`src/rtl/pipe_stage_ctrl_pkg.sv`:
```
// pipe_stage_ctrl_pkg: shared control-state encodings and enable levels for the pipeline controller
package pipe_stage_ctrl_pkg;
  typedef enum logic [1:0] {
    CTRL_RUN      = 2'd0,
    CTRL_STALL_LU = 2'd1,
    CTRL_FREEZE   = 2'd2,
    CTRL_FLUSH    = 2'd3
  } ctrl_state_e;
  localparam logic FUN_ENABLE  = 1'b1;
  localparam logic FUN_DISABLE = 1'b0;
endpackage

```
`src/rtl/pipe_stage_ctrl_sat_counter.sv`:
```
// sat_counter: saturating event counter, sticks at all-ones
module sat_counter #(
  parameter int CNT_WIDTH = 16
) (
  input  logic                 clk,
  input  logic                 rst,
  input  logic                 inc,
  output logic [CNT_WIDTH-1:0] count
);
  always_ff @(posedge clk) begin
    if (rst) count <= '0;
    else if (inc && ~&count) count <= count + 1'b1;
  end
endmodule

```
`src/rtl/pipe_stage_ctrl.sv`:
```
// pipe_stage_ctrl: per-stage write enables and valid/bubble tracking for the 5-stage core
// Optional perf counters enabled by defining PIPE_PERF_CNT_EN.
module pipe_stage_ctrl
  import pipe_stage_ctrl_pkg::*;
#(
  parameter int CNT_WIDTH   = 16,
  parameter int FLUSH_DEPTH = 2
) (
  input  logic                 clk,
  input  logic                 rst,
  input  logic                 pc_continue,
  input  logic                 ifid_continue,
  input  logic                 idex_continue,
  input  logic                 branch_flush,
  input  logic                 mem_busy,
  output logic                 pc_wena,
  output logic                 ifid_wena,
  output logic                 idex_wena,
  output logic                 exmem_wena,
  output logic                 memwb_wena,
  output logic                 ifid_valid,
  output logic                 idex_valid,
  output logic                 exmem_valid,
  output logic                 memwb_valid,
  output logic                 retire,
  output logic [1:0]           ctrl_state,
  output logic [CNT_WIDTH-1:0] stall_cnt,
  output logic [CNT_WIDTH-1:0] flush_cnt
);
  ctrl_state_e state, act;
  logic lu_stall, front_en, back_en;
  // The action is decided from this cycle's inputs; state only records it for debug.
  always_comb begin
    lu_stall = ~(pc_continue & ifid_continue & idex_continue);
    act      = mem_busy ? CTRL_FREEZE : branch_flush ? CTRL_FLUSH : lu_stall ? CTRL_STALL_LU : CTRL_RUN;
    front_en = ~rst & (act == CTRL_RUN || act == CTRL_FLUSH) ? FUN_ENABLE : FUN_DISABLE;
    back_en  = ~rst & (act != CTRL_FREEZE) ? FUN_ENABLE : FUN_DISABLE;
  end
  assign pc_wena    = front_en;
  assign ifid_wena  = front_en;
  assign idex_wena  = back_en;
  assign exmem_wena = back_en;
  assign memwb_wena = back_en;
  assign retire     = memwb_valid & ~mem_busy;
  assign ctrl_state = state;
  always_ff @(posedge clk) begin
    if (rst) begin
      state       <= CTRL_RUN;
      ifid_valid  <= 1'b0;
      idex_valid  <= 1'b0;
      exmem_valid <= 1'b0;
      memwb_valid <= 1'b0;
    end else begin
      state <= act;
      if (act != CTRL_FREEZE) begin
        ifid_valid  <= act == CTRL_RUN ? 1'b1 : act == CTRL_STALL_LU ? ifid_valid : 1'b0;
        idex_valid  <= (act == CTRL_RUN || (act == CTRL_FLUSH && FLUSH_DEPTH == 1)) ? ifid_valid : 1'b0;
        exmem_valid <= idex_valid;
        memwb_valid <= exmem_valid;
      end
    end
  end
`ifdef PIPE_PERF_CNT_EN
  logic stall_inc, flush_inc;
  assign stall_inc = act == CTRL_STALL_LU || act == CTRL_FREEZE;
  assign flush_inc = act == CTRL_FLUSH;
  sat_counter #(.CNT_WIDTH(CNT_WIDTH)) u_stall_cnt (.clk(clk), .rst(rst), .inc(stall_inc), .count(stall_cnt));
  sat_counter #(.CNT_WIDTH(CNT_WIDTH)) u_flush_cnt (.clk(clk), .rst(rst), .inc(flush_inc), .count(flush_cnt));
`else
  assign stall_cnt = '0;
  assign flush_cnt = '0;
`endif
endmodule
```
`config.mk`:
```
export PLATFORM = sky130hd
export DESIGN_NAME = pipe_stage_ctrl
export DESIGN_NICKNAME = d
export VERILOG_FILES = /design/src/rtl/pipe_stage_ctrl_pkg.sv /design/src/rtl/pipe_stage_ctrl_sat_counter.sv /design/src/rtl/pipe_stage_ctrl.sv
export SDC_FILE = /design/constraint.sdc
export NUM_CORES = 1
export LEC_CHECK = 0
export BUFFER_PORTS_ARGS = -buffer_cell sky130_fd_sc_hd__buf_2
export CAP_MARGIN = 20
export CORE_MARGIN = 3
export CORE_UTILIZATION = 34
export CTS_CLUSTER_SIZE = 14
export DETAILED_ROUTE_END_ITERATION = 7
export GPL_ROUTABILITY_DRIVEN = 1
export GPL_TIMING_DRIVEN = 0
export PLACE_DENSITY_LB_ADDON = 0.3
export SYNTH_ARGS = -nofsm -noshare
export SYNTH_HDL_FRONTEND = slang
export SYNTH_SLANG_ARGS = --single-unit
```
`constraint.sdc`:
```
create_clock -name clk -period 1.87 [get_ports clk]
set_input_delay 0.374 -clock clk [delete_from_list [all_inputs] [get_ports clk]]
set_output_delay 0.374 -clock clk [all_outputs]
set_load 0.02 [all_outputs]
```
==> flow_metrics.tcl <==
set metrics [dict create \
    cts_htree_levels 1 \
    port-buffer-count 17 \
    full_die_area_sq_um 2032 \
    clockRootBuffer "sky130_fd_sc_hd__clkbuf_4" \
    critPathSlowestCell "sky130_fd_sc_hd__or2_4" \
    clock-sinks 6 \
    reg_to_reg_startpoint "ifid_valid" \
    firstDrtPassIters 4 \
    grt_setup_unrepaired "false" \
    final.hold.worst_slack_ps 352.0 \
    synth_common_cells "sky130_fd_sc_hd__buf_4, sky130_fd_sc_hd__nor2_1, sky130_fd_sc_hd__dfxtp_1" \
    synthTopCellsByArea "sky130_fd_sc_hd__buf_4, sky130_fd_sc_hd__dfxtp_1, sky130_fd_sc_hd__mux2i_1" \
    yosysWarnings 0 \
    report.final.setup_viol 0 \
    synth_flop_cell "sky130_fd_sc_hd__dfxtp_1" \
    critical_path_required_ps 1500 \
    remaining_drc_errors 0 \
    worst_hold_path_type "in -> reg" \
    post-dp-hpwl_microns 857.5 \
    ioPinCount 51 \
    cts-root-to-sink-buffers 2 \
    drv_cap 0 \
    vias 431 \
    critical-path-max-stage-delay_ps 250 \
    critical_path.endpoint_type "output port" \
    static-leakage-power_nw 0.5075 \
    first_iter_violations 6 \
    postSynth.asyncResetShare_pct 0 \
    ratio_of_cells_with_drive_above_1_in_the_final_layout_pct 53.91 \
    totalWireLength_microns 998 \
    setup.worst_path.start "idex_continue" \
    critical_path.reg2reg.endpoint "idex_valid" \
    placed_cells_incl_taps 126 \
    num-fill-cells 128 \
    grtUsageTotal_pct 9.388 \
    fin_crit_sh_pct 97.39 \
    global_route_wire_length_before_repair_microns 1345 \
    final.setup_skew_ps 5.911 \
    syn-instance-count 63 \
    area_growth_syn_to_layout_pct 59.04 \
    maxClockFrequency_ghz 0.5491 \
    finalHoldViolCount 0 \
    pin_count_of_the_biggest_net_entering_global_routing 9 \
    portion_of_synthesized_cell_area_occupied_by_the_leading_cell_type_pct 50.60 \
    worstSkewPairLatency_ps 240 \
    run_status "completed" \
    worst_slack_at_placement_ps -139.3 \
    layoutNonFillerInstCount 130 \
    path_clk_slew_ps 50 \
    synthMostInstantiatedCell "sky130_fd_sc_hd__buf_4" \
    floorplan.die.width_microns 45.08 \
    crit_chain "buf_2, and4b_1, or2_4, ha_4, nor2_4, buf_2" \
    synth_sequential_area_ratio_pct 23.13 \
    total_global_routing_overflow 0 \
    rows 13 \
    final-max-slew-violation-count 0 \
    final_core_utilization_pct 60.44 \
    syn_avg_cell_area_sq_um 8.242 \
    synthesis.area_sq_um 519.2 \
    synthDominantAreaCellType "sky130_fd_sc_hd__buf_4" \
    synth_seq_cells 6 \
    nNetsFinal 126 \
    cts-buffers-inserted 3 \
    worst_path_most_repeated_cell "sky130_fd_sc_hd__buf_2" \
    cts_tree "done" \
    crit_path_max_fanout 2 \
    peakVddDrop_v 0.0003451 \
    vias_per_cell 3.315 \
    worst_r2r_path_depth 2 \
    synth-edff-count 0 \
    arrival_ps 1450 \
    antenna_found_initial 0 \
    min_period_ps 1821 \
    worst-setup-path-type "in -> out" \
    worstHoldStart "mem_busy" \
    setup_ws_ps 48.76 \
    synth_cell_types 15 \
    critPathCapture "ifid_wena" \
    setup.worst_path.start_class "primary input" \
    starting_utilization_of_the_core_area_pct 38.00 \
    antenna_left 0 \
    gp_congestion 0.5925 \
    power-per-cell-area_nw_per_um2 535.4 \
    route.detailed.wl_per_inst_microns 7.677 \
    timing.reg2reg.setup_slack_ps 1230 \
    core_sq_um 1366 \
    antenna-diode-count 0 \
    via_count_of_the_first_global_routing_pass 335 \
    holdPathStages 2 \
    die_height_microns 45.08 \
]
[how the worst min path moves through the flow]
stage	endpoint	slack (ps)
6_report	ctrl_state[0]	350
3_5_place_dp	idex_valid	480
2_1_floorplan	ctrl_state[0]	450
4_1_cts	ctrl_state[0]	350
5_1_grt	ctrl_state[0]	350
3_3_place_gp	idex_valid	470
[flip-flops by register name, summed over array words and instances (netlist names)]
name,cells
ctrl_state,2
exmem_valid,1
idex_valid,1
ifid_valid,1
memwb_valid,1
[layout make-up]
class                   count  area (sq um)  area share, %
multi-input cells          51         290.3          35.15
plain buffers              35         259.0          31.36
flip-flops and latches      6         120.1          14.55
repair buffers             19         111.4          13.48
clock buffers               3         22.52          2.727
well taps                  15         18.77          2.273
inverters                   1         3.754         0.4545
[layer usage]
| layer | part of all wire, % | global-route usage (%) | vias to the layer above |
|---|---|---|---|
| li1 | - | - | 232 |
| met1 | 29 | 7.729 | 168 |
| met2 | 54 | 18.08 | 31 |
| met3 | 17 | 3.984 | 0 |
| met4 | 0 | 5.263 | 0 |
| met5 | 0 | 0 | - |
[cells in the final DEF, fill, tap and decap left out, types with 2 or more instances in the layout]
cell / count
sky130_fd_sc_hd__buf_2: 14
sky130_fd_sc_hd__buf_4: 38
sky130_fd_sc_hd__clkbuf_4: 3
sky130_fd_sc_hd__conb_1: 32
sky130_fd_sc_hd__dfxtp_1: 6
sky130_fd_sc_hd__ha_4: 2
sky130_fd_sc_hd__mux2i_1: 3
sky130_fd_sc_hd__nor2_1: 4
sky130_fd_sc_hd__nor2_4: 2
[what timing repair did]
item | in CTS | in global routing
gates resized for setup | 7 | 2
setup endpoints to repair | 5 | 3
hold buffers | 0 | 0
setup buffers | 2 | 0
pin swaps | 4 | 2
[worst max-delay path: cells and delay by family]
family,cells,cell delay (ps)
adder cells (fa/ha/maj),1,230
buffers and inverters,2,270
AND/OR/NAND/NOR,3,560
[power breakdown]
group	internal (W)	switching, W	total [W]
logic	0.0000839	0.000108	0.000192
registers	0.000132	0.00000117	0.000133
clock network	0.0000725	0.0000448	0.000117
total	0.000288	0.000154	0.000442
[stage by stage]
| stage | total power [W] | area, sq um | setup TNS [ps] |
|---|---|---|---|
| after global placement | 0.0003063 | 754.5 | -371.6 |
| final | 0.0004421 | 825.8 | 0 |
| after detailed placement | 0.0003080 | 754.5 | -461.2 |
| after global routing | 0.0004688 | 825.8 | 0 |
| after CTS | 0.0004377 | 820.8 | 0 |
| after floorplan | 0.0002881 | 650.6 | 0 |
[cells by family after synthesis]
family	after synthesis	synth area share (%)
AOI/OAI and AO/OA	1	0.9629
adders and majority gates	2	4.819
buffers and inverters	37	52.05
DFF	6	23.13
muxes	3	5.783
other	1	0.7222
and+or+nand+nor	13	12.53
Note: power is estimated with default switching activity, not from simulation.
